--- src/rtl/delay_line_pr.sv ---
// delay_line_pr: DEPTH-stage WIDTH-bit register chain with per-stage valid, CE, flush,
// occupancy count and a selectable tap. The tap mux exists only when DELAY_LINE_PR_TAP_EN is defined.
module delay_line_pr #(
   parameter int WIDTH = 2,
   parameter int DEPTH = 2,
   parameter logic [WIDTH-1:0] INIT0 = WIDTH'(2),
   parameter logic [WIDTH-1:0] INIT_REST = '0,
   localparam int TS = (DEPTH > 1) ? $clog2(DEPTH) : 1,
   localparam int OW = $clog2(DEPTH + 1)
) (
   input  logic             CLK,
   input  logic             RESET,
   input  logic             CE,
   input  logic             FLUSH,
   input  logic [WIDTH-1:0] I,
   input  logic             I_VALID,
   input  logic [TS-1:0]    TAP_SEL,
   output logic [WIDTH-1:0] O,
   output logic             O_VALID,
   output logic [WIDTH-1:0] TAP_O,
   output logic             TAP_VALID,
   output logic [OW-1:0]    OCC
);

   logic [WIDTH-1:0] stage_q [DEPTH];
   logic [DEPTH-1:0] valid_q;
   logic [OW-1:0]    occ_q;

   // I_VALID qualifies I; a word enters stage 0 only on an edge with CE=1 and FLUSH=0,
   // and leaves the chain when stage DEPTH-1 is overwritten on such an edge.
   always_ff @(posedge CLK) begin
      if (RESET) begin
         for (int k = 0; k < DEPTH; k++) begin
            stage_q[k] <= (k == 0) ? INIT0 : INIT_REST;
         end
         valid_q <= '0;
         occ_q   <= '0;
      end else if (FLUSH) begin
         valid_q <= '0;
         occ_q   <= '0;
      end else if (CE) begin
         stage_q[0] <= I;
         valid_q[0] <= I_VALID;
         for (int k = 1; k < DEPTH; k++) begin
            stage_q[k] <= stage_q[k-1];
            valid_q[k] <= valid_q[k-1];
         end
         occ_q <= occ_q + OW'(I_VALID) - OW'(valid_q[DEPTH-1]);
      end
   end

   assign O       = stage_q[DEPTH-1];
   assign O_VALID = valid_q[DEPTH-1];
   assign OCC     = occ_q;

`ifdef DELAY_LINE_PR_TAP_EN
   // Out-of-range selections fall through to the zero defaults.
   always_comb begin
      TAP_O     = '0;
      TAP_VALID = 1'b0;
      for (int k = 0; k < DEPTH; k++) begin
         if (TAP_SEL == TS'(k)) begin
            TAP_O     = stage_q[k];
            TAP_VALID = valid_q[k];
         end
      end
   end
`else
   logic unused_tap_sel;
   assign unused_tap_sel = ^TAP_SEL;
   assign TAP_O          = O;
   assign TAP_VALID      = O_VALID;
`endif

endmodule
--- config.mk ---
export PLATFORM = sky130hd
export DESIGN_NAME = delay_line_pr
export DESIGN_NICKNAME = d
export VERILOG_FILES = /design/src/rtl/delay_line_pr.sv
export SDC_FILE = /design/constraint.sdc
export NUM_CORES = 1
export LEC_CHECK = 0
export CAP_MARGIN = 25
export CORE_AREA = 3 3 40 42
export CTS_CLUSTER_DIAMETER = 100
export DETAILED_ROUTE_END_ITERATION = 12
export DIE_AREA = 0 0 43 45
export SYNTH_ARGS = -nofsm -noshare
export SYNTH_HDL_FRONTEND = slang
export SYNTH_SLANG_ARGS = --single-unit
export TNS_END_PERCENT = 1
--- constraint.sdc ---
create_clock -name CLK -period 1.34 [get_ports CLK]
set_input_delay 0.134 -clock CLK [delete_from_list [all_inputs] [get_ports CLK]]
set_output_delay 0.134 -clock CLK [all_outputs]
set_load 0.03 [all_outputs]
== After elaboration in Yosys (flattened, before gate mapping) ==
Memories as Yosys holds them, arrays and structs flattened.
Cells that the tools add are included.

* Multiplexer cells: 8
* Reductions and logical operators: 1
* Add/subtract/negate cells: 2
* Div/mod/pow operators: 0
* Bitwise operators: 2
* Equal/unequal tests: 0
* $mul: 0
* Magnitude comparators: 0
* Shift operators: 0

{| class="wikitable"
|+ Operators by type and width
! kind !! count
|-
| $mux 1 || 6
|-
| $mux 2 || 2
|-
| $add 2x1->2 || 1
|-
| $or 1x1->1 || 2
|-
| $reduce_or 2->1 || 1
|-
| $sub 2x1->2 || 1
|}

* Bits in read-only memories: 0
* Bits in registers: 4
* Bits in latches: 0
* Memories kept: 1
* Memory bits (writable): 4
* Output and inout port bits: 8
* Logic and storage cells: 16

{| class="wikitable"
|+ Memories
! memory !! depth !! bits a word !! rd ports !! clocked after Yosys merged registers in !! wr ports !! line !! RTL
|-
| stage_q || 2 || 2 || 2 || 0 || 2 || 25 || <nowiki>logic [WIDTH-1:0] stage_q [DEPTH];</nowiki>
|}

== Longest topological paths before layout ==
* Depth in word-level cells: 5
* Mapped depth: 7

== Worst setup path before layout ==
Ideal clock, no wire load.

* Path type: register -> register
* Start point: reg occ_q[0], in the netlist OCC[0]
* End point: reg occ_q[1], in the netlist OCC[1]
* Clock period less this slack: 1.722 ns
* Arrival: 1.663 ns
* Setup time: 0.059 ns
* Required time: 1.281 ns
* Stages on the path, launching flop included: 8
* Path slack: -0.382 ns
* Cells stage by stage: dfxtp_1 inv_1 ha_1 inv_1 ha_1 xor2_1 a2111oi_2 a31o_1

* Longest elaborated chain between the ends: 2

{| class="wikitable"
|+ RTL lines
! item !! line !! RTL
|-
| start: declaration || 27 || <nowiki>logic [OW-1:0] occ_q;</nowiki>
|-
| start signal: assignment || 48 || <nowiki>occ_q <= occ_q + OW'(I_VALID) - OW'(valid_q[DEPTH-1]);</nowiki>
|-
| $add 2x1->2 || 48 ||
|-
| $sub 2x1->2 || 48 ||
|}

Every way passes these cells.
A chain may end at the register's enable or synchronous reset.

== Worst setup path in the final report ==
Ends and elaborated chain as after synthesis.

==> metrics.md <==
| Metric | Value |
|---|---|
| TritonCTS clock tree | built |
| Gpl congestion | 0.768 |
| Min Clock Period, post-route | 1.50 ns |
| Worst Hold Margin | 0.520 ns |
| Worst setup SP type | register |
| Initial DRC Count | 2 |
| H-tree levels | 1 |
| Vias | 309 |
| Finished Cell Area | 621 um2 |
| Reg2Reg Setup Slack | -0.16 ns |
| Outcome | complete, but fails checks |
| Max FO, Critical Path | 2 |
| Std-Cell Rows | 13 |
| Dpl hpwl | 614 um |
| Die Span Y | 45 um |
| Vias per cell | 4.48 |
| Sw power | 0.138 mW |
| Sum Neg Setup Slack | -0.158 ns |
| # nets final | 65 |
| Total core area | 1280 um2 |
| Crit share post-route | 112% |
| Clock sinks | 8 |
| Cell Area, Synth | 403 um2 |
| Synth Warn # | 0 |
| First-pass GRT wire length | 1.22 mm |
| Number of port buffers | 14 |
| Syn Nets | 46 |
| Drt first pass iters | 2 |
| Ant. Diodes | 0 |
| Share of cells above drive strength 1 | 31.5% |
| Adder-Cell Fraction of Synth Area | 6.21% |
| Area growth, synth to finish | 54.0% |
| Ports | 16 |
| Min-Delay Path Class | input pin to register |
| Routed Antenna Nets | 0 |
| Synth Area per Inst | 11.2 um2 |
| F_max | 668 MHz |
| Clock buffer depth | 2 |
| Unrepaired setup endpoints after global routing | yes |
| Final hold violation count | 0 |
| Drt drc | 0 |
| Routed wire per std cell | 11.2 um |
| VDD IR-drop max | 0.000412 V |
| Data arrival time of the worst path | 1.70 ns |
| Layout Utilization | 48.3% |
| Largest net degree at the start of global routing | 6 |
| Clk_lat worst skew | 0.25 ns |
| Complex-gate fraction of the synthesized area | 5.90% |
| Largest family of logic cells by synthesized area | simple AND/OR/NAND/NOR gates |
| Final WL | 770 um |
| P per Cell Area | 912 nW/um2 |
| FF+latch count, synth | 8 |
| Sequential element share of the synthesized area | 49.7% |
| Clock power share | 35.1% |
| CTS Buf Count | 3 |
| Crit path kind | register to register |
| Gate count after technology mapping | 36 |
| Die Wd | 43 um |
| CP required | 1.54 ns |
| Int Power | 0.428 mW |
| Failing checks | setup timing |
| Worst Tran Pin Value | 0.318 ns |
| All-Layer GR Usage | 8.66% |
| Clock root cell | clkbuf_4 |
| Place WS | -0.147 ns |
| Leakage Power | 0.277 nW |
| Mux share of post-synthesis cell area | 7.45% |
| Total grt overflow | 0 |
| Setup WS post-layout | -0.158 ns |
| Clock Pin Slew Worst Setup and Hold Paths | 0.06 ns |
| Vias in the first global route | 294 |
| DP Area | 564 um2 |
| Synth cell types | 15 |
| Logic gate share of total power | 16.8% |
| Final setup viols | 1 |
| Endpoint class of the critical path | register |
| Rel. slew slack | 78.9% |
| Initial core utilization | 31.4% |
| Max Clock Skew | 0.00312 ns |
| Maxcap violations | 0 |
| Slew Limit Fails | 0 |
| Die ar. | 1940 um2 |
| Post-Synth Simple-Gate Area | 15.2% |
| Sequential share of power | 48.1% |
| Initial antenna violation count | 0 |
| Switching part of the total | 24.4% |
| XOR/XNOR share of the synthesized area | 2.17% |
[routing by layer]
| metal | part of all wire (%) | up-vias | GRT usage (%) | wire [um] |
|---|---|---|---|---|
| met4 | 1.8 | 0 | 3.61 | 14 |
| met1 | 43 | 139 | 9.90 | 328 |
| met5 | 0 | - | 0 | 0 |
| met3 | 8.4 | 3 | 3.98 | 65 |
| li1 | - | 154 | - | - |
| met2 | 47 | 13 | 14.1 | 362 |
[cell type report]
class                      instances  area (um2)
fill                             125         664
sequential                         8         205
multi-input combinational         19         181
timing repair buffer              20         175
clock buffer                       4        26.3
tap                               15        18.8
inverter                           3        13.8
[critical path, stage by stage, from the launching register on]
cell and delay, ns:
dfxtp_4 0.35, inv_4 0.04, ha_4 0.25, inv_2 0.04, ha_4 0.15, xor2_2 0.15
a2111oi_2 0.35, a31o_1 0.13
[metrics by stage]
step / power, mW / std cells
6_report: 0.566 / 69
3_5_place_dp: 0.372 / 64
4_1_cts: 0.563 / 68
3_3_place_gp: 0.369 / 64
2_1_floorplan: 0.329 / 36
5_1_grt: 0.590 / 69
[registers in the layout (all words and copies together), names as in the netlist]
name     flops
stage_q      4
OCC          2
valid_q      2
[path summary, 6_finish.rpt]
kind                       from       endpoint  cells after the start
setup / recovery         OCC[0]         OCC[1]                      7
hold / removal             I[1]  stage_q[0][1]                      2
setup reg to reg         OCC[0]         OCC[1]                      7
hold reg to reg   stage_q[0][0]  stage_q[0][2]                      1
[kinds of logic after synthesis]
logic type                 Yosys count
xor gates and xnor gates             1
and+or+nand+nor                     11
buffers and inverters                9
adders and majority gates            2
AOI/OAI and AO/OA                    2
muxes                                3
DFF                                  8
[power by group through the flow]
stage | logic [mW] | clock network (mW) | registers [mW]
6_report | 0.0949 | 0.199 | 0.272
5_1_grt | 0.103 | 0.214 | 0.274
4_1_cts | 0.0882 | 0.203 | 0.272
3_5_place_dp | 0.0946 | 0 | 0.278
3_3_place_gp | 0.0921 | 0 | 0.277
2_1_floorplan | 0.0492 | 0 | 0.280
[Yosys cell counts]
| cell type | count | area [um2] |
|---|---|---|
| buf_4 | 5 | 37.5 |
| dfxtp_1 | 4 | 80.1 |
| edfxtp_1 | 4 | 120 |
| nor3_1 | 4 | 20.0 |
| and2_1 | 3 | 18.8 |
| inv_1 | 3 | 11.3 |
| mux2i_1 | 3 | 30.0 |
| ha_1 | 2 | 25.0 |
| nand2b_1 | 2 | 12.5 |
| a2111oi_2 | 1 | 15.0 |
| a31o_1 | 1 | 8.76 |
| buf_2 | 1 | 5.00 |
| nor2_1 | 1 | 3.75 |
| or3_1 | 1 | 6.26 |
| xor2_1 | 1 | 8.76 |
[what timing repair did]
| action | 4_1_cts | 5_1_grt |
|---|---|---|
| hold buffers | 0 | 0 |
| endpoints found under the setup margin | 9 | 1 |
| setup buffers | 0 | 1 |
| resized for setup | 8 | 5 |
| pin swaps | 0 | 3 |
[placed cells by master (no fill, tap or decap), types with 2 or more instances in the layout]
master           n
and2_1           3
clkdlybuf4s50_1  6
edfxtp_1         4
nor3_1           4
buf_4            6
dlygate4sd2_1    8
dfxtp_1          2
nand2b_1         2
clkbuf_4         3
ha_4             2
mux2i_1          3
Power figures use the tool's default switching activity.
